File: config.mk
export PLATFORM = sky130hd
export DESIGN_NAME = wb_regfile_slave
export DESIGN_NICKNAME = d
export VERILOG_FILES = /design/src/rtl/wb_pkg.sv /design/src/rtl/wb_sel_merge.sv /design/src/rtl/wb_regfile_slave.sv
export SDC_FILE = /design/constraint.sdc
export NUM_CORES = 1
export LEC_CHECK = 0
export ABC_CLOCK_PERIOD_IN_PS = 2100
export BUFFER_PORTS_ARGS = -buffer_cell sky130_fd_sc_hd__buf_2
export CORE_MARGIN = 3
export CORE_UTILIZATION = 35
export CTS_CLUSTER_SIZE = 16
export DETAILED_ROUTE_END_ITERATION = 12
export HOLD_SLACK_MARGIN = 0.12
export RECOVER_POWER = 25
export SETUP_SLACK_MARGIN = 0.2
export SLEW_MARGIN = 30
export SYNTH_ARGS = -nofsm -noshare
export SYNTH_HDL_FRONTEND = slang
export SYNTH_SLANG_ARGS = --single-unit
export TNS_END_PERCENT = 10
File: constraint.sdc
create_clock -name i_clk -period 2.1 [get_ports i_clk]
set_clock_uncertainty 0.15 [all_clocks]
set_input_delay 0.315 -clock i_clk [delete_from_list [all_inputs] [get_ports i_clk]]
set_output_delay 0.315 -clock i_clk [all_outputs]
set_load 0.02 [all_outputs]
File: src/rtl/wb_pkg.sv
// Shared Wishbone definitions for the master and the register-file slaves.
//   WB_AW / WB_DW / WB_SW : word-address, data and byte-select widths
//   REG_LED / REG_ID      : fixed register numbers in the slave register map
//   wb_slv_state_t        : slave response FSM states
package wb_pkg;

    localparam int WB_AW   = 30;
    localparam int WB_DW   = 32;
    localparam int WB_SW   = 4;

    localparam int REG_LED = 0;
    localparam int REG_ID  = 1;

    typedef enum logic [0:0] {
        IDLE = 1'b0,
        BUSY = 1'b1
    } wb_slv_state_t;

endpackage

File: src/rtl/wb_sel_merge.sv
// Combinational byte-lane merge: lanes with sel=1 take new_data, the rest keep
// old_data.
//   old_data  in  DW     current register contents
//   new_data  in  DW     incoming write data
//   sel       in  DW/8   byte-lane enables, bit n covers [8n+7:8n]
//   merged    out DW     resulting register contents
module wb_sel_merge #(
    parameter int DW = 32,
    parameter int SW = DW / 8
) (
    input  logic [DW-1:0] old_data,
    input  logic [DW-1:0] new_data,
    input  logic [SW-1:0] sel,
    output logic [DW-1:0] merged
);

    always_comb begin
        merged = old_data;
        for (int i = 0; i < SW; i++) begin
            if (sel[i]) begin
                merged[8*i +: 8] = new_data[8*i +: 8];
            end
        end
    end

endmodule

File: src/rtl/wb_regfile_slave.sv
// Wishbone B4 pipelined register-file slave.
// Holds NREGS 32-bit word-addressed registers; reg0[7:0] drives o_LEDS and
// reg1 is the read-only ID_VALUE. WAIT_CYCLES inserts stalled wait states
// between accept and response; 0 gives a fully pipelined slave.
//   i_clk, i_reset_n            clock, asynchronous active-low reset
//   i_wb_cyc/stb/we             bus cycle, request strobe, write enable
//   i_wb_addr/data/sel          word address, write data, byte-lane enables
//   o_wb_stall                  request not accepted this cycle
//   o_wb_ack / o_wb_err         one-cycle completion pulses (mutually exclusive)
//   o_wb_data                   read data, non-zero only with a read ack
//   o_LEDS                      reg0[7:0]
module wb_regfile_slave
    import wb_pkg::*;
#(
    parameter int          NREGS       = 8,
    parameter int          WAIT_CYCLES = 0,
    parameter logic [31:0] ID_VALUE    = 32'hB0B0_0001
) (
    input  logic             i_clk,
    input  logic             i_reset_n,
    input  logic             i_wb_cyc,
    input  logic             i_wb_stb,
    input  logic             i_wb_we,
    input  logic [WB_AW-1:0] i_wb_addr,
    input  logic [WB_DW-1:0] i_wb_data,
    input  logic [WB_SW-1:0] i_wb_sel,
    output logic             o_wb_stall,
    output logic             o_wb_ack,
    output logic             o_wb_err,
    output logic [WB_DW-1:0] o_wb_data,
    output logic [7:0]       o_LEDS
);

    localparam int IW = (NREGS > 1) ? $clog2(NREGS) : 1;

    wb_slv_state_t    state_p1;
    logic [3:0]       cnt_p1;

    logic [WB_AW-1:0] addr_p1;
    logic             we_p1;
    logic [WB_DW-1:0] dat_p1;
    logic [WB_SW-1:0] sel_p1;

    logic             accept;
    logic             vld_p0;
    logic [WB_AW-1:0] rsp_addr;
    logic             rsp_we;
    logic [WB_DW-1:0] rsp_dat;
    logic [WB_SW-1:0] rsp_sel;
    logic             rsp_err;
    logic [IW-1:0]    rsp_idx;
    logic [WB_DW-1:0] cur_word;
    logic [WB_DW-1:0] rd_word;
    logic [WB_DW-1:0] merged;

    logic [WB_DW-1:0] regs [NREGS];

    assign o_wb_stall = (WAIT_CYCLES != 0) && (state_p1 == BUSY);
    assign accept     = i_wb_cyc & i_wb_stb & ~o_wb_stall;

    // Request stage: with no wait states the response is produced straight
    // from the bus at the accept edge; otherwise from the captured request
    // when the wait counter expires (only while the cycle is still open).
    always_comb begin
        if (WAIT_CYCLES == 0) begin
            vld_p0   = accept;
            rsp_addr = i_wb_addr;
            rsp_we   = i_wb_we;
            rsp_dat  = i_wb_data;
            rsp_sel  = i_wb_sel;
        end else begin
            vld_p0   = i_wb_cyc && (state_p1 == BUSY) && (cnt_p1 == 4'd1);
            rsp_addr = addr_p1;
            rsp_we   = we_p1;
            rsp_dat  = dat_p1;
            rsp_sel  = sel_p1;
        end
    end

    assign rsp_err  = (rsp_addr >= WB_AW'(NREGS)) ||
                      (rsp_we && (rsp_addr == WB_AW'(REG_ID)));
    assign rsp_idx  = rsp_addr[IW-1:0];
    assign cur_word = regs[rsp_idx];
    assign rd_word  = (rsp_addr == WB_AW'(REG_ID)) ? ID_VALUE : cur_word;

    wb_sel_merge #(
        .DW (WB_DW),
        .SW (WB_SW)
    ) u_sel_merge (
        .old_data (cur_word),
        .new_data (rsp_dat),
        .sel      (rsp_sel),
        .merged   (merged)
    );

    // Capture stage: request fields held for the wait-state path
    always_ff @(posedge i_clk) begin
        if (accept) begin
            addr_p1 <= i_wb_addr;
            we_p1   <= i_wb_we;
            dat_p1  <= i_wb_data;
            sel_p1  <= i_wb_sel;
        end
    end

    // Wait-state FSM; dropping cyc abandons whatever is in flight
    always_ff @(posedge i_clk or negedge i_reset_n) begin
        if (!i_reset_n) begin
            state_p1 <= IDLE;
            cnt_p1   <= '0;
        end else if (!i_wb_cyc) begin
            state_p1 <= IDLE;
            cnt_p1   <= '0;
        end else begin
            case (state_p1)
                IDLE: begin
                    if (accept && (WAIT_CYCLES != 0)) begin
                        state_p1 <= BUSY;
                        cnt_p1   <= 4'(WAIT_CYCLES);
                    end
                end
                BUSY: begin
                    if (cnt_p1 <= 4'd1) begin
                        state_p1 <= IDLE;
                        cnt_p1   <= '0;
                    end else begin
                        cnt_p1 <= cnt_p1 - 4'd1;
                    end
                end
                default: begin
                    state_p1 <= IDLE;
                    cnt_p1   <= '0;
                end
            endcase
        end
    end

    // Response stage: write commit and registered ack/err/data
    always_ff @(posedge i_clk or negedge i_reset_n) begin
        if (!i_reset_n) begin
            for (int i = 0; i < NREGS; i++) begin
                regs[i] <= '0;
            end
        end else if (vld_p0 && rsp_we && !rsp_err) begin
            regs[rsp_idx] <= merged;
        end
    end

    always_ff @(posedge i_clk or negedge i_reset_n) begin
        if (!i_reset_n) begin
            o_wb_ack  <= 1'b0;
            o_wb_err  <= 1'b0;
            o_wb_data <= '0;
        end else begin
            o_wb_ack  <= vld_p0 && !rsp_err;
            o_wb_err  <= vld_p0 && rsp_err;
            o_wb_data <= (vld_p0 && !rsp_err && !rsp_we) ? rd_word : '0;
        end
    end

    assign o_LEDS = regs[REG_LED][7:0];

endmodule

== Word level (Yosys, flattened, before mapping) ==
Cells that the tools add are included.
Widths: inputs -> output; s select.
Word-level totals
  register bits after elaboration: 290
  input port bits: 71
  output and inout bits: 43
  logic and storage cells: 39
Operators by class
  magnitude comparators: 3
  eq/ne operators: 1
  multiplexer cells: 12
  bitwise operators: 2
  reductions and logical operators: 10
Operators with widths (number)
  $bwmux 256: 1
  $mux 32: 5
  $bmux 32 s3: 1
  $demux 32 s3: 1
  $mux 8: 4
  $eq 30x1->1 const B: 1
  $ge 30x4->1 const B: 1
  $logic_and 1x1->1: 7
  $ge 4x4->1 const B: 1
  $lt 4x1->1 const B: 1
  $not 3->4: 1
  $logic_not 1->1: 2
  $and 1x1->1: 1
  $logic_or 1x1->1: 1

== Depth between registers and ports, before layout ==
Gate-level depths: netlist (run 1).
  depth in word-level cells: 7
  mapped depth: 9
  gate-level depth less buffers: 5

== By module ==
Synthesis (run 1) repeated with hierarchy kept, for this count alone.
Second synthesis, totals
  cell total of the unflattened synthesis: 805
  area total of the unflattened synthesis: 13614.3 sq um
Modules (own cells, without submodules)
  wb_regfile_slave: instances 1, cells an instance 769, area each 13088.8 sq um, seq. area each 7257.0 sq um
  wb_sel_merge: instances 1, cells an instance 36, area each 525.5 sq um, seq. area each 0.0 sq um

== Least setup slack after synthesis (run 1) ==
OpenSTA, ideal clock, no wires.
  kind: input to register
  start point: input i_wb_addr[21]
  end point: register regs[138] (netlist bit)
  setup time: 0.121 ns
  data arrival time: 1.639 ns
  required time: 1.829 ns
  setup slack: 0.190 ns
  stages on the path: 8
  buffers on the path: 3
  cells stage by stage: nor4_1 and3_1 buf_2 and2_1 buf_4 nand3_2 buf_2 a22o_1
On the way
  word-level cells in the longest chain between the ends: 5
  elaborated cells on any way between the ends: 6
  those cells by class: order compare: 1; eq/ne: 1; reduce/logical: 4
RTL lines
  from (decl): RTL line wb_regfile_slave.sv:24  | input logic [WB_AW-1:0] i_wb_addr,
  branches (longest 2 deep; another with $ge 30x4->1)
  $logic_or 1x1->1 (*): RTL line wb_regfile_slave.sv:80  | assign rsp_err = (rsp_addr >= WB_AW'(NREGS)) ||
  $logic_not 1->1 (*): RTL line wb_regfile_slave.sv:144  | end else if (vld_p0 && rsp_we && !rsp_err) begin
  $logic_and 1x1->1 (*): RTL line wb_regfile_slave.sv:144
  to (signal, indexed assignment): RTL line wb_regfile_slave.sv:145  | regs[rsp_idx] <= merged;
  to (decl): RTL line wb_regfile_slave.sv:56  | logic [WB_DW-1:0] regs [NREGS];
Every way passes the cells marked *.
A chain may end at the register's enable or synchronous reset.

== Final worst setup path (run 1) ==
  start point: register regs[26] (netlist bit)
  end point: register regs[186] (netlist bit)
On the way
  word-level cells in the longest chain between the ends: 5
RTL lines
  $bmux 32 s3: RTL line wb_regfile_slave.sv:83  | assign cur_word = regs[rsp_idx];
  $mux 32 (implied by the code) (2 in a row): RTL line wb_regfile_slave.sv:83
  $mux 8: RTL line wb_sel_merge.sv:20  | if (sel[i]) begin
  $bwmux 256: RTL line wb_regfile_slave.sv:145
Every way passes these cells. The select of a mux whose other input is x is not followed.

==> results.sh, run 1 <==
export IMPL_status="completed"
export IMPL_via_count=10182
export IMPL_fp_dieH_um=200
export IMPL_ys_seq_elements=290
export IMPL_critPathSlowestCell="dfrtp_1"
export IMPL_synth_adder_area_share=0
export IMPL_hold_slack_ns=0.156
export IMPL_tightest_slew_ns=0.979
export IMPL_avgSynthCellArea_um2=12.6
export IMPL_drc=0
export IMPL_rsz0062_at_grt="true"
export IMPL_worstReg2RegStart="regs[26]$_DFFE_PN0P_"
export IMPL_ys_dominant_reg_cell="dfrtp_1"
export IMPL_io_buffers=112
export IMPL_hold_depth=3
export IMPL_place_area_um2=15300
export IMPL_synth_xor_area_share=0
export IMPL_setup_worst_path_end_class="flop"
export IMPL_synth_compound_area_frac=0.223
export IMPL_syn_inst=1044
export IMPL_routed_wl_um=42700
export IMPL_synth_area_leader_cell="dfrtp_1"
export IMPL_die_x_um=200
export IMPL_synth_most_common_cell="dfrtp_1"
export IMPL_fin_crit_ns=1.87
export IMPL_critPathMaxFanout=7
export IMPL_grt_pass1_wl_um=65000
export IMPL_critPathRequiredTime_ns=2.34
export IMPL_antenna_found_initial=0
export IMPL_synth_common_cells="dfrtp_1 (290), nand2_1 (87), o2bb2ai_1 (81)"
export IMPL_fin_nets=1350
export IMPL_synthMuxAreaShare=0.0844
export IMPL_synth_top_cell_area_share=0.553
export IMPL_peakVddDrop_mv=0.456
export IMPL_coreArea_um2=36800
export IMPL_p_leak_uw=0.00766
export IMPL_async_flop_share=1.00
export IMPL_finalInstanceArea_um2=16500
export IMPL_rr_worst_depth=6
export IMPL_antenna_cells=0
export IMPL_clkLatencyLatePin_ns=0.52
export IMPL_yosysUniqueCellTypes=71
export IMPL_max_stage_delay_ns=0.38
export IMPL_cts_buffer_depth=3
export IMPL_synth_area_top_cells="dfrtp_1 (55%), o2bb2ai_1 (5.4%), mux4_2 (4.3%)"
export IMPL_seq_area_um2=7260
export IMPL_synth_edf_count=0
export IMPL_grt_pass1_vias=10505
export IMPL_initial_core_util=0.357
export IMPL_crit_chain="mux2_2 -> a221oi_2 -> o22a_1 -> a221oi_4 -> buf_6 -> a22o_1"
export IMPL_tritoncts="built"
export IMPL_avgRoutedWirePerCell_um=24.1
export IMPL_die_area_um2=39900
export IMPL_min_to="regs[46]$_DFFE_PN0P_"
export IMPL_slew_viol_final=0
export IMPL_ant_nets=0
export IMPL_cts_sinks=290
export IMPL_syn_area_um2=13100
export IMPL_layout_drive_gt1_share=0.363
export IMPL_relSlewSlack=0.347
export IMPL_timing_rr_end="regs[186]$_DFFE_PN0P_"
export IMPL_cap_viol_max_count=0
export IMPL_finalHoldViolations=0
export IMPL_cts_max_level=2
export IMPL_critPathArrivalTime_ns=2.11
export IMPL_root_buffer="clkbuf_16"
export IMPL_cts_setup_buffers=0
export IMPL_ys_warn_count=0
export IMPL_total_power_uw=12300
export IMPL_path_delay_family="compound AO/OA/AOI/OAI gates"
export IMPL_min_period_over_period=0.892
export IMPL_critical_path_startpoint_type="flop"
export IMPL_clk_pin_slew_ns=0.06
export IMPL_synth_simple_area_share=0.0850
export IMPL_synth_top_family_by_area="compound AO/OA/AOI/OAI gates"
export IMPL_critPathKind="reg2reg"
export IMPL_min_path_type="in2reg"
export IMPL_grt_max_degree=65
export IMPL_dpl_hpwl_um=28500
export IMPL_ios=114
export IMPL_fp_row_count=70
export IMPL_ys_seq_area_frac=0.553
export IMPL_fillers=3410
export IMPL_power_density_nw_per_um2=743
export IMPL_min_delay_start="i_wb_data[14]"
export IMPL_multi_input_area_um2=5190
export IMPL_first_pass_iters=7
export IMPL_gp_congestion=0.858
export IMPL_regToRegSetupSlack_ns=0.23
export IMPL_numCtsBuffers=34
export IMPL_overflow=0
export IMPL_grt_use_total=0.215
export IMPL_synth_nets=1115
export IMPL_setup_viol=0
export IMPL_crit_buf_inv=1
export IMPL_drt_iter0_markers=911
export IMPL_fmax_mhz=534
export IMPL_vias_per_cell=5.75
export IMPL_area_growth_pct=25.9
cells in the final DEF (no fill, tap or decap), drive strengths merged, types with 14 or more instances in the layout:
| cell type | netlist | routed |
|---|---|---|
| buf | 63 | 297 |
| dfrtp | 290 | 290 |
| nand2 | 91 | 91 |
| o2bb2ai | 81 | 81 |
| o21ai | 64 | 64 |
| a22o | 63 | 63 |
| clkbuf | 56 | 49 |
| nor2 | 44 | 44 |
| mux2i | 32 | 32 |
| a32o | 29 | 29 |
| mux4 | 25 | 25 |
| a221oi | 25 | 25 |
| mux2 | 20 | 20 |
| a21oi | 16 | 16 |
| dlygate4sd3 | 0 | 16 |
| nor3 | 14 | 14 |
layout make-up:
type                    instances  area share
multi-input cells             626       0.314
flip-flops and latches        290       0.439
inverters                       9     0.00204
clock inverters                16     0.00916
clock buffers                  44      0.0568
well taps                     468      0.0354
repair buffers                318       0.144
power by group:
| group | leakage [uW] | switching [uW] | internal, uW | total, uW |
|---|---|---|---|---|
| combinational | 0.00307 | 564 | 340 | 904 |
| clock | 0.000544 | 2380 | 3420 | 5790 |
| sequential | 0.00405 | 0.289 | 5590 | 5590 |
worst max-delay path by stage:
stage / start / slack (ns) / end / cells after the start
after floorplan: i_wb_addr[1] / 0.19 / regs[101]$_DFFE_PN0P_ / 7
after global placement: i_wb_addr[12] / -0.24 / regs[158]$_DFFE_PN0P_ / 7
after detailed placement: i_wb_addr[5] / -0.28 / regs[158]$_DFFE_PN0P_ / 7
after CTS: regs[26]$_DFFE_PN0P_ / 0.23 / regs[186]$_DFFE_PN0P_ / 6
after global routing: i_reset_n / 0.10 / o_wb_data[8]$_DFF_PN0_ / 3
final: regs[26]$_DFFE_PN0P_ / 0.23 / regs[186]$_DFFE_PN0P_ / 6
cell families (layout without fill, tap and decap cells):
family / count (synthesis) / count (layout)
multiplexers: 77 / 77
other: 1 / 1
flip-flops: 290 / 290
buffers and inverters: 128 / 387
AND/OR/NAND/NOR: 206 / 206
AO/OA/AOI/OAI: 342 / 342
metrics by stage:
stage,setup TNS [ns],cells,setup WS (ns),util
floorplan,0,1044,0.194,-
global placement,-38.87,1695,-0.239,0.415
detailed placement,-41.54,1695,-0.276,0.415
CTS,0,1771,0.226,0.449
global route,0,1771,0.101,0.449
finish,0,1771,0.227,0.449
registers in the layout, summed over array words and instances, names as in the netlist:
register and flops:
o_LEDS 8, o_wb_ack 1, o_wb_data 32, o_wb_err 1
regs 248
per-layer routing:
metal / track usage / wire length (um) / vias up
met5: 0 / 0 / -
met4: 0.0636 / 1090 / 0
met3: 0.0344 / 2640 / 82
met2: 0.358 / 20400 / 392
met1: 0.293 / 18600 / 5310
li1: - / - / 4398
worst reg2reg max path, stage by stage, from the launching register on:
cell and delay [ns]:
dfrtp_1 0.38, mux2_2 0.29, a221oi_2 0.27, o22a_1 0.24
a221oi_4 0.08, buf_6 0.15, a22o_1 0.20
repair_timing:
action                                 in CTS  in global routing
pin swaps                                   0                  1
hold buffers                               16                  0
resized for setup                           2                  5
cloned                                      0                  0
endpoints found under the hold margin     353                  0
setup endpoints to repair                   7                 59
Note: power is estimated with default switching activity, not from simulation.
==> inputs of run 2 (changes only) <==
--- a/config.mk
+++ b/config.mk
@@ -7,11 +7,14 @@
 export LEC_CHECK = 0
 export ABC_CLOCK_PERIOD_IN_PS = 2100
 export BUFFER_PORTS_ARGS = -buffer_cell sky130_fd_sc_hd__buf_2
-export CORE_MARGIN = 3
+export CELL_PAD_IN_SITES_DETAIL_PLACEMENT = 0
+export CELL_PAD_IN_SITES_GLOBAL_PLACEMENT = 2
+export CORE_MARGIN = 5
 export CORE_UTILIZATION = 35
 export CTS_CLUSTER_SIZE = 16
 export DETAILED_ROUTE_END_ITERATION = 12
 export HOLD_SLACK_MARGIN = 0.12
+export PLACE_DENSITY_LB_ADDON = 0.1
 export RECOVER_POWER = 25
 export SETUP_SLACK_MARGIN = 0.2
 export SLEW_MARGIN = 30
==> results.sh, run 2 (synthesis gave the netlist of run 1 again) <==
export IMPL_overflow=0
export IMPL_tightest_slew_ns=0.978
export IMPL_fin_crit_ns=1.89
export IMPL_finalHoldViolations=0
export IMPL_max_stage_delay_ns=0.52
export IMPL_worstReg2RegStart="regs[74]$_DFFE_PN0P_"
export IMPL_critPathArrivalTime_ns=2.16
export IMPL_min_path_type="in2async"
export IMPL_clk_pin_slew_ns=0.05
export IMPL_fin_nets=1358
export IMPL_antenna_found_initial=0
export IMPL_avgRoutedWirePerCell_um=25.4
export IMPL_largest_register_ffs=248
export IMPL_fmax_mhz=528
export IMPL_area_growth_pct=27.6
export IMPL_seqPwrFrac=0.448
export IMPL_regMostFlops="regs"
export IMPL_peakVddDrop_mv=0.562
export IMPL_regToRegSetupSlack_ns=0.22
export IMPL_cap_viol_max_count=0
export IMPL_combinationalPowerShare=0.075
export IMPL_timing_rr_end="regs[74]$_DFFE_PN0P_"
export IMPL_clkLatencyLatePin_ns=0.54
export IMPL_vias_per_cell=5.50
export IMPL_critPathSlowestCell="dlygate4sd3_1"
export IMPL_power_density_nw_per_um2=745
export IMPL_final_common_cell="dfrtp_1"
export IMPL_setup_viol=0
export IMPL_status="completed"
export IMPL_slew_viol_final=0
export IMPL_p_sw_frac=0.240
export IMPL_rsz0062_at_grt="true"
export IMPL_pwr_share_clk=0.478
export IMPL_cts_sinks=290
export IMPL_finalWorstSetupSlack_ns=0.206
export IMPL_critical_path_startpoint_type="input port"
export IMPL_crit_buf_inv=3
export IMPL_path_delay_family="buffers and inverters"
export IMPL_ios=114
export IMPL_routed_wl_um=45300
export IMPL_grt_max_degree=55
export IMPL_critPathMaxFanout=8
export IMPL_fp_dieH_um=204
export IMPL_cts_max_level=2
export IMPL_die_x_um=204
export IMPL_internal_power_uw=9490
export IMPL_relSlewSlack=0.348
export IMPL_dp_slack_ns=-0.311
export IMPL_grt_use_total=0.221
export IMPL_dpl_hpwl_um=30400
export IMPL_critPathKind="in2reg"
export IMPL_via_count=9833
export IMPL_coreArea_um2=37300
export IMPL_rr_worst_depth=6
export IMPL_finalSetupTns_ns=0
export IMPL_critPathRequiredTime_ns=2.37
export IMPL_grt_pass1_wl_um=69200
export IMPL_fillers=3521
export IMPL_min_period_over_period=0.902
export IMPL_die_area_um2=41500
export IMPL_crit_chain="dlygate4sd3_1 -> buf_2 -> and2_1 -> and4_1 -> nand2_1 -> buf_4 -> a32o_1"
export IMPL_first_pass_iters=5
export IMPL_fp_row_count=71
export IMPL_cts_buffer_depth=3
export IMPL_drc=0
export IMPL_hold_slack_ns=0.134
export IMPL_grt_pass1_vias=10420
export IMPL_tritoncts="built"
export IMPL_layout_drive_gt1_share=0.363
export IMPL_gp_congestion=0.816
export IMPL_ant_nets=0
export IMPL_drt_iter0_markers=700
export IMPL_setup_worst_path_end_class="flop"
export IMPL_p_sw_uw=2990
export IMPL_final_cell_mix="dfrtp_1 (290), buf_4 (164), buf_2 (110)"
export IMPL_p_leak_uw=0.00776
export IMPL_root_buffer="clkbuf_16"
export IMPL_initial_core_util=0.352
export IMPL_total_power_uw=12500
export IMPL_numCtsBuffers=35
export IMPL_io_buffers=112
export IMPL_antenna_cells=0
-- run 2: changes by cell type in the layout (fill, tap and decap cells not counted), sizes merged --
cell	change
bufinv	-1
clkinv	-4
buf	+5
dlygate4sd3	+5
clkbuf	+6
inv	-1
-- run 2: power by group through the flow --
stage	clock [uW]	combinational, uW	sequential, uW
4_1_cts	6130	955	5590
2_1_floorplan	0	362	5690
6_report	5960	932	5590
3_5_place_dp	0	917	5690
3_3_place_gp	0	916	5690
5_1_grt	6370	1010	5590
-- run 2: how the worst max path moves through the flow --
stage,startpoint,end,slack (ns),cells past startpoint
detailed placement,i_wb_addr[1],regs[176]$_DFFE_PN0P_,-0.31,9
floorplan,i_wb_addr[1],regs[101]$_DFFE_PN0P_,0.19,7
CTS,regs[38]$_DFFE_PN0P_,regs[166]$_DFFE_PN0P_,0.19,6
finish,i_wb_we,regs[91]$_DFFE_PN0P_,0.21,7
global route,i_reset_n,regs[90]$_DFFE_PN0P_,0.09,3
global placement,i_wb_addr[1],regs[5]$_DFFE_PN0P_,-0.28,8
-- run 2: through the flow --
stage | cells | utilization | cell area, um2
2_1_floorplan | 1044 | - | 13200
3_3_place_gp | 1701 | 0.413 | 15400
3_5_place_dp | 1701 | 0.413 | 15400
4_1_cts | 1785 | 0.449 | 16800
5_1_grt | 1787 | 0.449 | 16800
6_report | 1787 | 0.449 | 16800
-- run 2: final cells by class --
| cell class | instances | area [um2] | share of cell area |
|---|---|---|---|
| clock buffers | 53 | 1030 | 0.0618 |
| inverters | 9 | 33.8 | 0.00202 |
| repair buffers | 325 | 2550 | 0.152 |
| flip-flops and latches | 290 | 7260 | 0.433 |
| clock inverters | 10 | 92.6 | 0.00553 |
| multi-input cells | 626 | 5190 | 0.310 |
| well taps | 474 | 593 | 0.0354 |
-- run 2: metal layers --
layer | global-route usage | wire length, um | up-vias | part of all wire
met5 | 0 | 0 | - | 0
met4 | 0.0638 | 1230 | 0 | 0.027
li1 | - | - | 4416 | -
met1 | 0.310 | 20600 | 5103 | 0.45
met2 | 0.355 | 21600 | 244 | 0.48
met3 | 0.0355 | 1980 | 70 | 0.044
-- run 2: what timing repair did --
action,4_1_cts,5_1_grt
setup endpoints to repair,19,79
hold buffers,21,0
gates resized for setup,4,5
gates cloned,0,0
pin swaps,0,7
endpoints found under the hold margin,400,0
buffers inserted,0,2
==> inputs of run 3 (changes only) <==
--- a/config.mk
+++ b/config.mk
@@ -9,7 +9,7 @@
 export BUFFER_PORTS_ARGS = -buffer_cell sky130_fd_sc_hd__buf_2
 export CELL_PAD_IN_SITES_DETAIL_PLACEMENT = 0
 export CELL_PAD_IN_SITES_GLOBAL_PLACEMENT = 2
-export CORE_MARGIN = 5
+export CORE_MARGIN = 10
 export CORE_UTILIZATION = 35
 export CTS_CLUSTER_SIZE = 16
 export DETAILED_ROUTE_END_ITERATION = 12
==> constraint.sdc (replaced) <==
create_clock -name i_clk -period 2.1 [get_ports i_clk]
set_clock_uncertainty 0.15 [all_clocks]
set_input_delay 0 -clock i_clk [delete_from_list [all_inputs] [get_ports i_clk]]
set_output_delay 0 -clock i_clk [all_outputs]
set_load 0.02 [all_outputs]
==> results.sh, run 3 (synthesis gave the netlist of run 1 again) <==
export IMPL_status="completed"
export IMPL_p_sw_frac=0.236
export IMPL_setup_viol=0
export IMPL_drt_iter0_markers=801
export IMPL_power_density_nw_per_um2=776
export IMPL_antenna_cells=0
export IMPL_crit_buf_inv=1
export IMPL_final_common_cell="dfrtp_1"
export IMPL_crit_chain="mux2_2 -> a221o_1 -> a22oi_2 -> a211oi_4 -> buf_6 -> a22o_1"
export IMPL_first_pass_iters=5
export IMPL_tightest_slew_ns=0.769
export IMPL_rr_worst_depth=6
export IMPL_overflow=0
export IMPL_critPathSlowestCell="dfrtp_1"
export IMPL_root_buffer="clkbuf_16"
export IMPL_dp_slack_ns=-0.0693
export IMPL_final_cell_mix="dfrtp_1 (290), buf_2 (109), buf_4 (101)"
export IMPL_gp_congestion=0.803
export IMPL_fin_nets=1322
export IMPL_total_power_uw=12900
export IMPL_hold_slack_ns=0.00487
export IMPL_finalHoldViolations=0
export IMPL_clk_pin_slew_ns=0.06
export IMPL_fmax_mhz=512
export IMPL_grt_max_degree=69
export IMPL_finalWorstSetupSlack_ns=0.147
export IMPL_tritoncts="built"
export IMPL_rsz0062_at_grt="true"
export IMPL_max_stage_delay_ns=0.38
export IMPL_cts_max_level=2
export IMPL_coreArea_um2=36800
export IMPL_grt_pass1_wl_um=68900
export IMPL_vias_per_cell=5.56
export IMPL_hold_depth=4
export IMPL_regMostFlops="regs"
export IMPL_fp_dieH_um=214
export IMPL_die_x_um=214
export IMPL_grt_use_total=0.203
export IMPL_min_period_over_period=0.930
export IMPL_clkLatencyLatePin_ns=0.54
export IMPL_grt_pass1_vias=10205
export IMPL_fp_row_count=70
export IMPL_critPathMaxFanout=7
export IMPL_p_sw_uw=3040
export IMPL_internal_power_uw=9840
export IMPL_relSlewSlack=0.487
export IMPL_cap_viol_max_count=0
export IMPL_drc=0
export IMPL_timing_rr_end="regs[28]$_DFFE_PN0P_"
export IMPL_final_util=0.451
export IMPL_avgRoutedWirePerCell_um=26.2
export IMPL_ios=114
export IMPL_critical_path_startpoint_type="flop"
export IMPL_critPathRequiredTime_ns=2.36
export IMPL_initial_core_util=0.357
export IMPL_die_area_um2=45700
export IMPL_seqPwrFrac=0.434
export IMPL_cp_startpoint="regs[28]$_DFFE_PN0P_"
export IMPL_cts_buffer_depth=3
export IMPL_dpl_hpwl_um=29200
export IMPL_pwr_share_clk=0.495
export IMPL_combinationalPowerShare=0.071
export IMPL_antenna_found_initial=0
export IMPL_io_buffers=112
export IMPL_routed_wl_um=45700
export IMPL_setup_worst_path_end_class="flop"
export IMPL_path_delay_family="compound AO/OA/AOI/OAI gates"
export IMPL_via_count=9716
export IMPL_min_delay_start="i_wb_addr[2]"
export IMPL_cts_sinks=290
export IMPL_area_growth_pct=26.4
export IMPL_numCtsBuffers=35
export IMPL_slew_viol_final=0
export IMPL_critPathKind="reg2reg"
export IMPL_min_to="o_wb_data[15]$_DFF_PN0_"
export IMPL_fin_crit_ns=1.95
export IMPL_largest_register_ffs=248
export IMPL_peakVddDrop_mv=0.498
export IMPL_critPathArrivalTime_ns=2.21
export IMPL_worstReg2RegStart="regs[28]$_DFFE_PN0P_"
export IMPL_p_leak_uw=0.00759
export IMPL_ant_nets=0
export IMPL_min_path_type="in2reg"
export IMPL_regToRegSetupSlack_ns=0.15
export IMPL_finalSetupTns_ns=0
export IMPL_layout_drive_gt1_share=0.325
==> run 3: changes by cell type in the layout (fill, tap and decap cells not counted), sizes merged <==
cell         previous run  this run
clkinvlp                1         0
bufinv                  1         4
dlygate4sd3            21        51
clkbuf                 55        56
buf                   302       234
==> run 3: worst register-to-register path, delay by kind of cell (launching register included) <==
family	cells	cell delay (ns)
AOI/OAI and AO/OA	4	0.88
DFF	1	0.38
muxes	1	0.29
buffers and inverters	1	0.15
==> run 3: area by class of cell <==
type	count	area, um2
multi-input combinational	626	5210
sequential	290	7260
clock inverter	12	175
fill	3398	20200
inverter	9	33.8
clock buffer	52	1030
timing repair buffer	289	2300
tap	468	586
==> run 3: repair_timing <==
item | 4_1_cts | 5_1_grt
hold buffers | 51 | 1
gates resized for setup | 4 | 10
cloned | 0 | 0
endpoints found under the setup margin | 31 | 128
setup buffers | 2 | 2
endpoints found under the hold margin | 527 | 3
pin swaps | 3 | 3
==> run 3: power by group through the flow <==
stage	Sequential, uW	Combinational, uW	Clock, uW
2_1_floorplan	5690	361	0
3_3_place_gp	5690	840	0
3_5_place_dp	5690	838	0
4_1_cts	5590	928	6510
5_1_grt	5590	983	6730
6_report	5590	912	6380
==> run 3: how the worst max path moves through the flow <==
stage / cells after the start / slack, ns / end
4_1_cts: 5 / 0.16 / regs[0]$_DFFE_PN0P_
2_1_floorplan: 5 / 0.35 / regs[92]$_DFFE_PN0P_
3_5_place_dp: 7 / -0.07 / regs[101]$_DFFE_PN0P_
5_1_grt: 6 / 0.08 / regs[92]$_DFFE_PN0P_
6_report: 6 / 0.15 / regs[28]$_DFFE_PN0P_
3_3_place_gp: 7 / -0.06 / regs[32]$_DFFE_PN0P_
==> run 3: per-layer routing <==
layer  track usage  routed length [um]  vias to the layer above
met3        0.0258                1960                       47
met5             0                   0                        -
met2         0.332               22200                      241
li1              -                   -                     4352
met1         0.278               20600                     5076
met4        0.0552                 960                        0
==> run 3: stage by stage <==
stage | instance area, um2 | cells
after floorplan | 13100 | 1044
after global placement | 14800 | 1626
after detailed placement | 14800 | 1626
after CTS | 16600 | 1743
after global routing | 16600 | 1746
final | 16600 | 1746
